[config.mk]
export PLATFORM = sky130hd
export DESIGN_NAME = data_mem_ctrl
export DESIGN_NICKNAME = d
export VERILOG_FILES = /design/src/rtl/data_mem_ctrl.sv
export SDC_FILE = /design/constraint.sdc
export NUM_CORES = 1
export LEC_CHECK = 0
export ABC_AREA = 1
export BUFFER_PORTS_ARGS = -buffer_cell sky130_fd_sc_hd__buf_4
export CAP_MARGIN = 10
export CORE_UTILIZATION = 42
export DETAILED_ROUTE_END_ITERATION = 10
export GPL_TIMING_DRIVEN = 0
export PLACE_DENSITY = 0.7
export SLEW_MARGIN = 20
export SYNTH_ARGS = -nofsm -noshare
export SYNTH_HDL_FRONTEND = slang
export SYNTH_SLANG_ARGS = --single-unit
[constraint.sdc]
create_clock -name clk_i -period 2.5 [get_ports clk_i]
set_input_delay 0.125 -clock clk_i [delete_from_list [all_inputs] [get_ports clk_i]]
set_output_delay 0.125 -clock clk_i [all_outputs]
set_load 0.05 [all_outputs]
[src/rtl/data_mem_ctrl.sv]
// Data-memory controller: posted store buffer with store-to-load forwarding,
// serialising buffer drains and load misses onto one handshaked external bus.
module data_mem_ctrl #(
    parameter int DATA_W = 16,
    parameter int ADDR_W = 16,
    parameter int DEPTH  = 4,
    localparam int CW    = $clog2(DEPTH + 1),
    localparam int PW    = $clog2(DEPTH)
) (
    input  logic              clk_i,
    input  logic              rst_i,
    input  logic              cpu_memRead_i,
    input  logic              cpu_memWrite_i,
    input  logic [ADDR_W-1:0] cpu_memAddr_i,
    input  logic [DATA_W-1:0] cpu_memData_i,
    output logic [DATA_W-1:0] cpu_memData_o,
    output logic              stall_o,
    output logic              ext_req_o,
    output logic              ext_we_o,
    output logic [ADDR_W-1:0] ext_addr_o,
    output logic [DATA_W-1:0] ext_wdata_o,
    input  logic              ext_ack_i,
    input  logic [DATA_W-1:0] ext_rdata_i,
    output logic [1:0]        debug_state,
    output logic [CW-1:0]     debug_count
);

    // External handshake: ext_req_o and its qualifiers are registered and held
    // until a rising edge sees ext_req_o=1 with ext_ack_i=1; that edge completes
    // the transaction, and a new one may be presented from the very next cycle.
    typedef enum logic [1:0] {
        IDLE  = 2'd0,
        DRAIN = 2'd1,
        READ  = 2'd2,
        RDONE = 2'd3
    } state_t;

    state_t            state_q;
    logic [ADDR_W-1:0] buf_addr [DEPTH];
    logic [DATA_W-1:0] buf_data [DEPTH];
    logic [PW-1:0]     head_q;
    logic [PW-1:0]     tail_q;
    logic [PW-1:0]     head_nxt;
    logic [CW-1:0]     count_q;
    logic [DATA_W-1:0] rd_data_q;

    logic              load_req;
    logic              full;
    logic              push;
    logic              pop;
    logic              hit;
    logic              miss;
    logic [DATA_W-1:0] hit_data;
    logic [PW-1:0]     idx;

    // A simultaneous read and write is treated as a store only.
    assign load_req = cpu_memRead_i && !cpu_memWrite_i;
    assign full     = (count_q == CW'(DEPTH));
    assign push     = cpu_memWrite_i && !full;
    assign pop      = (state_q == DRAIN) && ext_ack_i;
    assign head_nxt = head_q + PW'(1);

    // Scan oldest to newest so the newest matching entry overrides older ones.
    always_comb begin
        hit      = 1'b0;
        hit_data = '0;
        idx      = '0;
        for (int i = 0; i < DEPTH; i++) begin
            idx = head_q + PW'(i);
            if ((CW'(i) < count_q) && (buf_addr[idx] == cpu_memAddr_i)) begin
                hit      = 1'b1;
                hit_data = buf_data[idx];
            end
        end
    end

    assign miss    = load_req && !hit && (state_q != RDONE);
    assign stall_o = (cpu_memWrite_i && full) || miss;

    always_comb begin
        cpu_memData_o = '0;
        if (state_q == RDONE) begin
            cpu_memData_o = rd_data_q;
        end else if (load_req && hit) begin
            cpu_memData_o = hit_data;
        end
    end

    assign debug_state = state_q;
    assign debug_count = count_q;

    always_ff @(posedge clk_i) begin
        if (push) begin
            buf_addr[tail_q] <= cpu_memAddr_i;
            buf_data[tail_q] <= cpu_memData_i;
        end
    end

    always_ff @(posedge clk_i) begin
        if (rst_i) begin
            state_q     <= IDLE;
            head_q      <= '0;
            tail_q      <= '0;
            count_q     <= '0;
            rd_data_q   <= '0;
            ext_req_o   <= 1'b0;
            ext_we_o    <= 1'b0;
            ext_addr_o  <= '0;
            ext_wdata_o <= '0;
        end else begin
            if (push) begin
                tail_q <= tail_q + PW'(1);
            end
            if (pop) begin
                head_q <= head_nxt;
            end
            count_q <= count_q + CW'(push) - CW'(pop);

            case (state_q)
                IDLE: begin
                    if (miss) begin
                        state_q     <= READ;
                        ext_req_o   <= 1'b1;
                        ext_we_o    <= 1'b0;
                        ext_addr_o  <= cpu_memAddr_i;
                        ext_wdata_o <= '0;
                    end else if (count_q != '0) begin
                        state_q     <= DRAIN;
                        ext_req_o   <= 1'b1;
                        ext_we_o    <= 1'b1;
                        ext_addr_o  <= buf_addr[head_q];
                        ext_wdata_o <= buf_data[head_q];
                    end
                end
                DRAIN: begin
                    // The write in flight always completes; a pending miss
                    // goes straight to the bus once it does.
                    if (ext_ack_i) begin
                        if (miss) begin
                            state_q     <= READ;
                            ext_we_o    <= 1'b0;
                            ext_addr_o  <= cpu_memAddr_i;
                            ext_wdata_o <= '0;
                        end else if (count_q > CW'(1)) begin
                            ext_addr_o  <= buf_addr[head_nxt];
                            ext_wdata_o <= buf_data[head_nxt];
                        end else begin
                            state_q   <= IDLE;
                            ext_req_o <= 1'b0;
                            ext_we_o  <= 1'b0;
                        end
                    end
                end
                READ: begin
                    if (ext_ack_i) begin
                        state_q   <= RDONE;
                        rd_data_q <= ext_rdata_i;
                        ext_req_o <= 1'b0;
                    end
                end
                RDONE: begin
                    state_q <= IDLE;
                end
                default: begin
                    state_q <= IDLE;
                end
            endcase
        end
    end

endmodule

==> impl_results.md <==
* Setup total negative slack at -37.98 ns
* Final Hold Violating Endpoints at 0
* Initial Util at 42.7%
* DRT antenna net count at 0
* CTS clock-pin slew for the worst setup and hold paths at 0.09 ns
* CTS max path bufs at 2
* Slew HR at 42.9%
* Clk Tree Root Cell: clkbuf_16
* Period utilization at 140%
* Worst Path Class, Setup: reg2out
* Global route overflow at 0
* Reg2reg path depth at 26
* Post-Syn Instances at 1818
* P_leak at 7.77 nW
* Mapped cell area at 0.0122 sq mm
* CP required at 2.38 ns
* Synth-to-Final Area Change at 42.3%
* Worst path bufs/invs at 5
* Vias in the first global route at 12600
* Mean Syn Cell Area at 6.72 sq um
* Site Rows at 62
* Largest net degree at the start of global routing at 23
* Chip Width at 173 microns
* H-tree levels at 4
* Fillers at 2456
* DRT Wirelength at 51200 microns
* Synth Warn # at 0
* CTS Buf Count at 17
* Post-Syn Nets at 1884
* Total Routing Usage GR at 33.1%
* Layout Nets at 2123
* Crit-path cells: buf_12 > buf_12 > nor2_4 > buf_12 > a21oi_2 > nand2_1 > nand2_1 > nand3_1 > nor2_2 > nand3_4 > buf_8 > or3_4 > nand3_1 > o2111ai_2 > nand2_1 > buf_6
* CP max FO at 10
* Clk_lat worst skew at 0.47 ns
* Async S/R FF share, synth at 0%
* Core area at 0.0286 sq mm
* Post-synth EDFFs at 128
* RD Place Congestion at 1.03
* WHS at 0.0443 ns
* Top_reg_cell synth: edfxtp_1
* # Max-Cap Violations at 0
* Worst Setup Start Kind: flip-flop
* Most common cell after layout, fill and taps aside: nand2_1
* Cell family with most CP delay: simple AND/OR/NAND/NOR gates
* Max Clk Rate at 287 MHz
* Post-synthesis sequential area ratio at 41.5%
* Leading cell types in the layout, fill and taps excluded: nand2_1 (675), nor2_1 (151), o21ai_0 (132)
* Clock Skew at 0.0103 ns
* Drt pass-1 iters at 9
* Final setup margin at -0.988 ns
* Pwr Total at 17.4 mW
* Data arrival time of the critical path at 3.36 ns
* Max stage delay on crit path at 0.46 ns
* First-pass GRT wire length at 75200 microns
* Seq cells post-synth at 189
* CP max-delay cell: dfxtp_4
* Layout cell share with drive strength beyond 1 at 24.2%
* DR iter-0 viols at 2125
* DP Worst Slack at -1.45 ns
* CTS tree: done
* Initial antenna violation count at 0
* Cell count along the critical path at 16
* DP Wirelength at 34800 microns
* Post-DR vias/cell at 5.77
* Input/output buffers at 108
* RSZ-0062 raised after global routing: yes
* WL/cell at 20.8 microns
* Hold path depth at 3
* Die Y at 173 microns
* Critical path endpoint category: output port
* I/O pins at 109
* Slew Limit Fails at 0
* Unique masters post-synth at 39
* Hold crit path type: in2reg
* Via count at 14200
* Drc violations at 0
* Slew @ Worst Pin at 0.848 ns
* Status: complete, but fails checks
* Clock Sinks at 189
* Count of final setup violators at 53
* Die area at 0.0298 sq mm
* Pwr dens at 1000 mW/mm^2
* Violated checks: negative setup slack
* Max VDD drop at 0.000551 V
* Tmin final at 3.49 ns
-- worst reg2reg max path: stages (launching register included) --
cell and delay, ns:
dfxtp_2 0.34, buf_12 0.15, buf_12 0.14, nand2_8 0.10, nand2_8 0.09, buf_6 0.17
nand2_1 0.08, nand2_1 0.07, nand2_1 0.16, nand4_1 0.14, nor2_2 0.23, nand3_4 0.16
nand2_4 0.10, nor2_4 0.05, buf_6 0.12, nand3_4 0.07, buf_12 0.16, buf_12 0.11
inv_8 0.04, buf_12 0.14, buf_8 0.14, nand2_1 0.05, nand2_1 0.05, nor2_1 0.09
nand2_1 0.06, nand2_1 0.05, nor2_1 0.04
-- cells in the mapped netlist, types with 10 or more instances --
| master | count | area (sq um) |
|---|---|---|
| nand2_1 | 732 | 2750 |
| nor2_1 | 202 | 758 |
| nand3_1 | 164 | 821 |
| o21ai_0 | 154 | 771 |
| edfxtp_1 | 128 | 3840 |
| inv_1 | 115 | 432 |
| dfxtp_1 | 61 | 1220 |
| clkbuf_1 | 45 | 169 |
| a21oi_1 | 32 | 160 |
| o22ai_1 | 32 | 200 |
| buf_2 | 22 | 110 |
| o2111ai_1 | 16 | 140 |
| buf_1 | 15 | 56.3 |
| buf_4 | 15 | 113 |
| or3_1 | 15 | 93.8 |
| ha_1 | 12 | 150 |
| o21ai_1 | 10 | 50.1 |
-- power by group --
part | leakage [nW] | internal [mW] | switching [mW]
combinational | 5.78 | 3.64 | 6.53
sequential | 1.68 | 3.88 | 0.364
clock | 0.303 | 1.40 | 1.58
total | 7.77 | 8.91 | 8.47
-- path summary, 6_finish.rpt --
kind | slack [ns] | start | to
worst max register to register | -0.70 | head_q[1] | ext_addr_o[9]
worst min-delay path | 0.04 | ext_ack_i | flip-flop
worst max-delay path | -0.99 | head_q[0] | cpu_memData_o[3]
worst min register to register | 0.48 | ext_wdata_o[2] | ext_wdata_o[2]
-- metrics by stage --
step	std cells	utilization [%]	cell area, sq um
after floorplan	1818	-	12300
after global placement	2310	47.4	13600
after detailed placement	2316	48.0	13700
after CTS	2437	57.7	16500
after global routing	2454	60.7	17400
final	2455	60.7	17400
-- final cells by class --
cell class	count	area, sq um	share of cell area [%]
plain buffers	98	946	5.44
well taps	384	480	2.76
inverters	122	499	2.87
diodes	1	2.50	0.0144
clock buffers	17	425	2.45
flip-flops and latches	189	5090	29.3
clock inverters	15	198	1.14
repair buffers	218	2300	13.3
multi-input cells	1411	7440	42.8
-- cell families (layout without fill, tap and decap cells) --
| logic type | count (synthesis) | count (layout) | share of synthesized area, % |
|---|---|---|---|
| xor+xnor | 7 | 7 | 0.502 |
| mux | 1 | 1 | 0.0922 |
| buf+inv | 220 | 470 | 7.55 |
| other cells | 0 | 1 | 0 |
| compound gates | 252 | 252 | 11.3 |
| flops | 189 | 189 | 41.5 |
| simple gates | 1136 | 1138 | 37.7 |
| fa+ha+maj | 13 | 13 | 1.39 |
-- metal layers --
layer  vias to the layer above  global-route usage [%]  share of wire [%]
li1                       6448                       -                  -
met1                      6561                    47.6                 42
met2                       995                    48.5                 43
met3                       170                    7.70                 12
met4                         0                    11.3                3.4
met5                         -                       0                  0
-- registers in the layout (all words and copies together) (netlist names), named ones only --
register and count:
head_q 2, tail_q 2, ext_we_o 1, debug_count 3
ext_req_o 1, ext_wdata_o 16, ext_addr_o 16, debug_state 2
buf_data 64, buf_addr 64, rd_data_q 16
-- timing repair --
item	4_1_cts	5_1_grt
gates resized for setup	340	178
hold buffers	49	0
endpoints found under the hold margin	148	0
cloned	12	4
endpoints found under the setup margin	55	55
pin swaps	38	70
setup buffers	28	14
No activity file was read; power rests on OpenSTA's default activity.
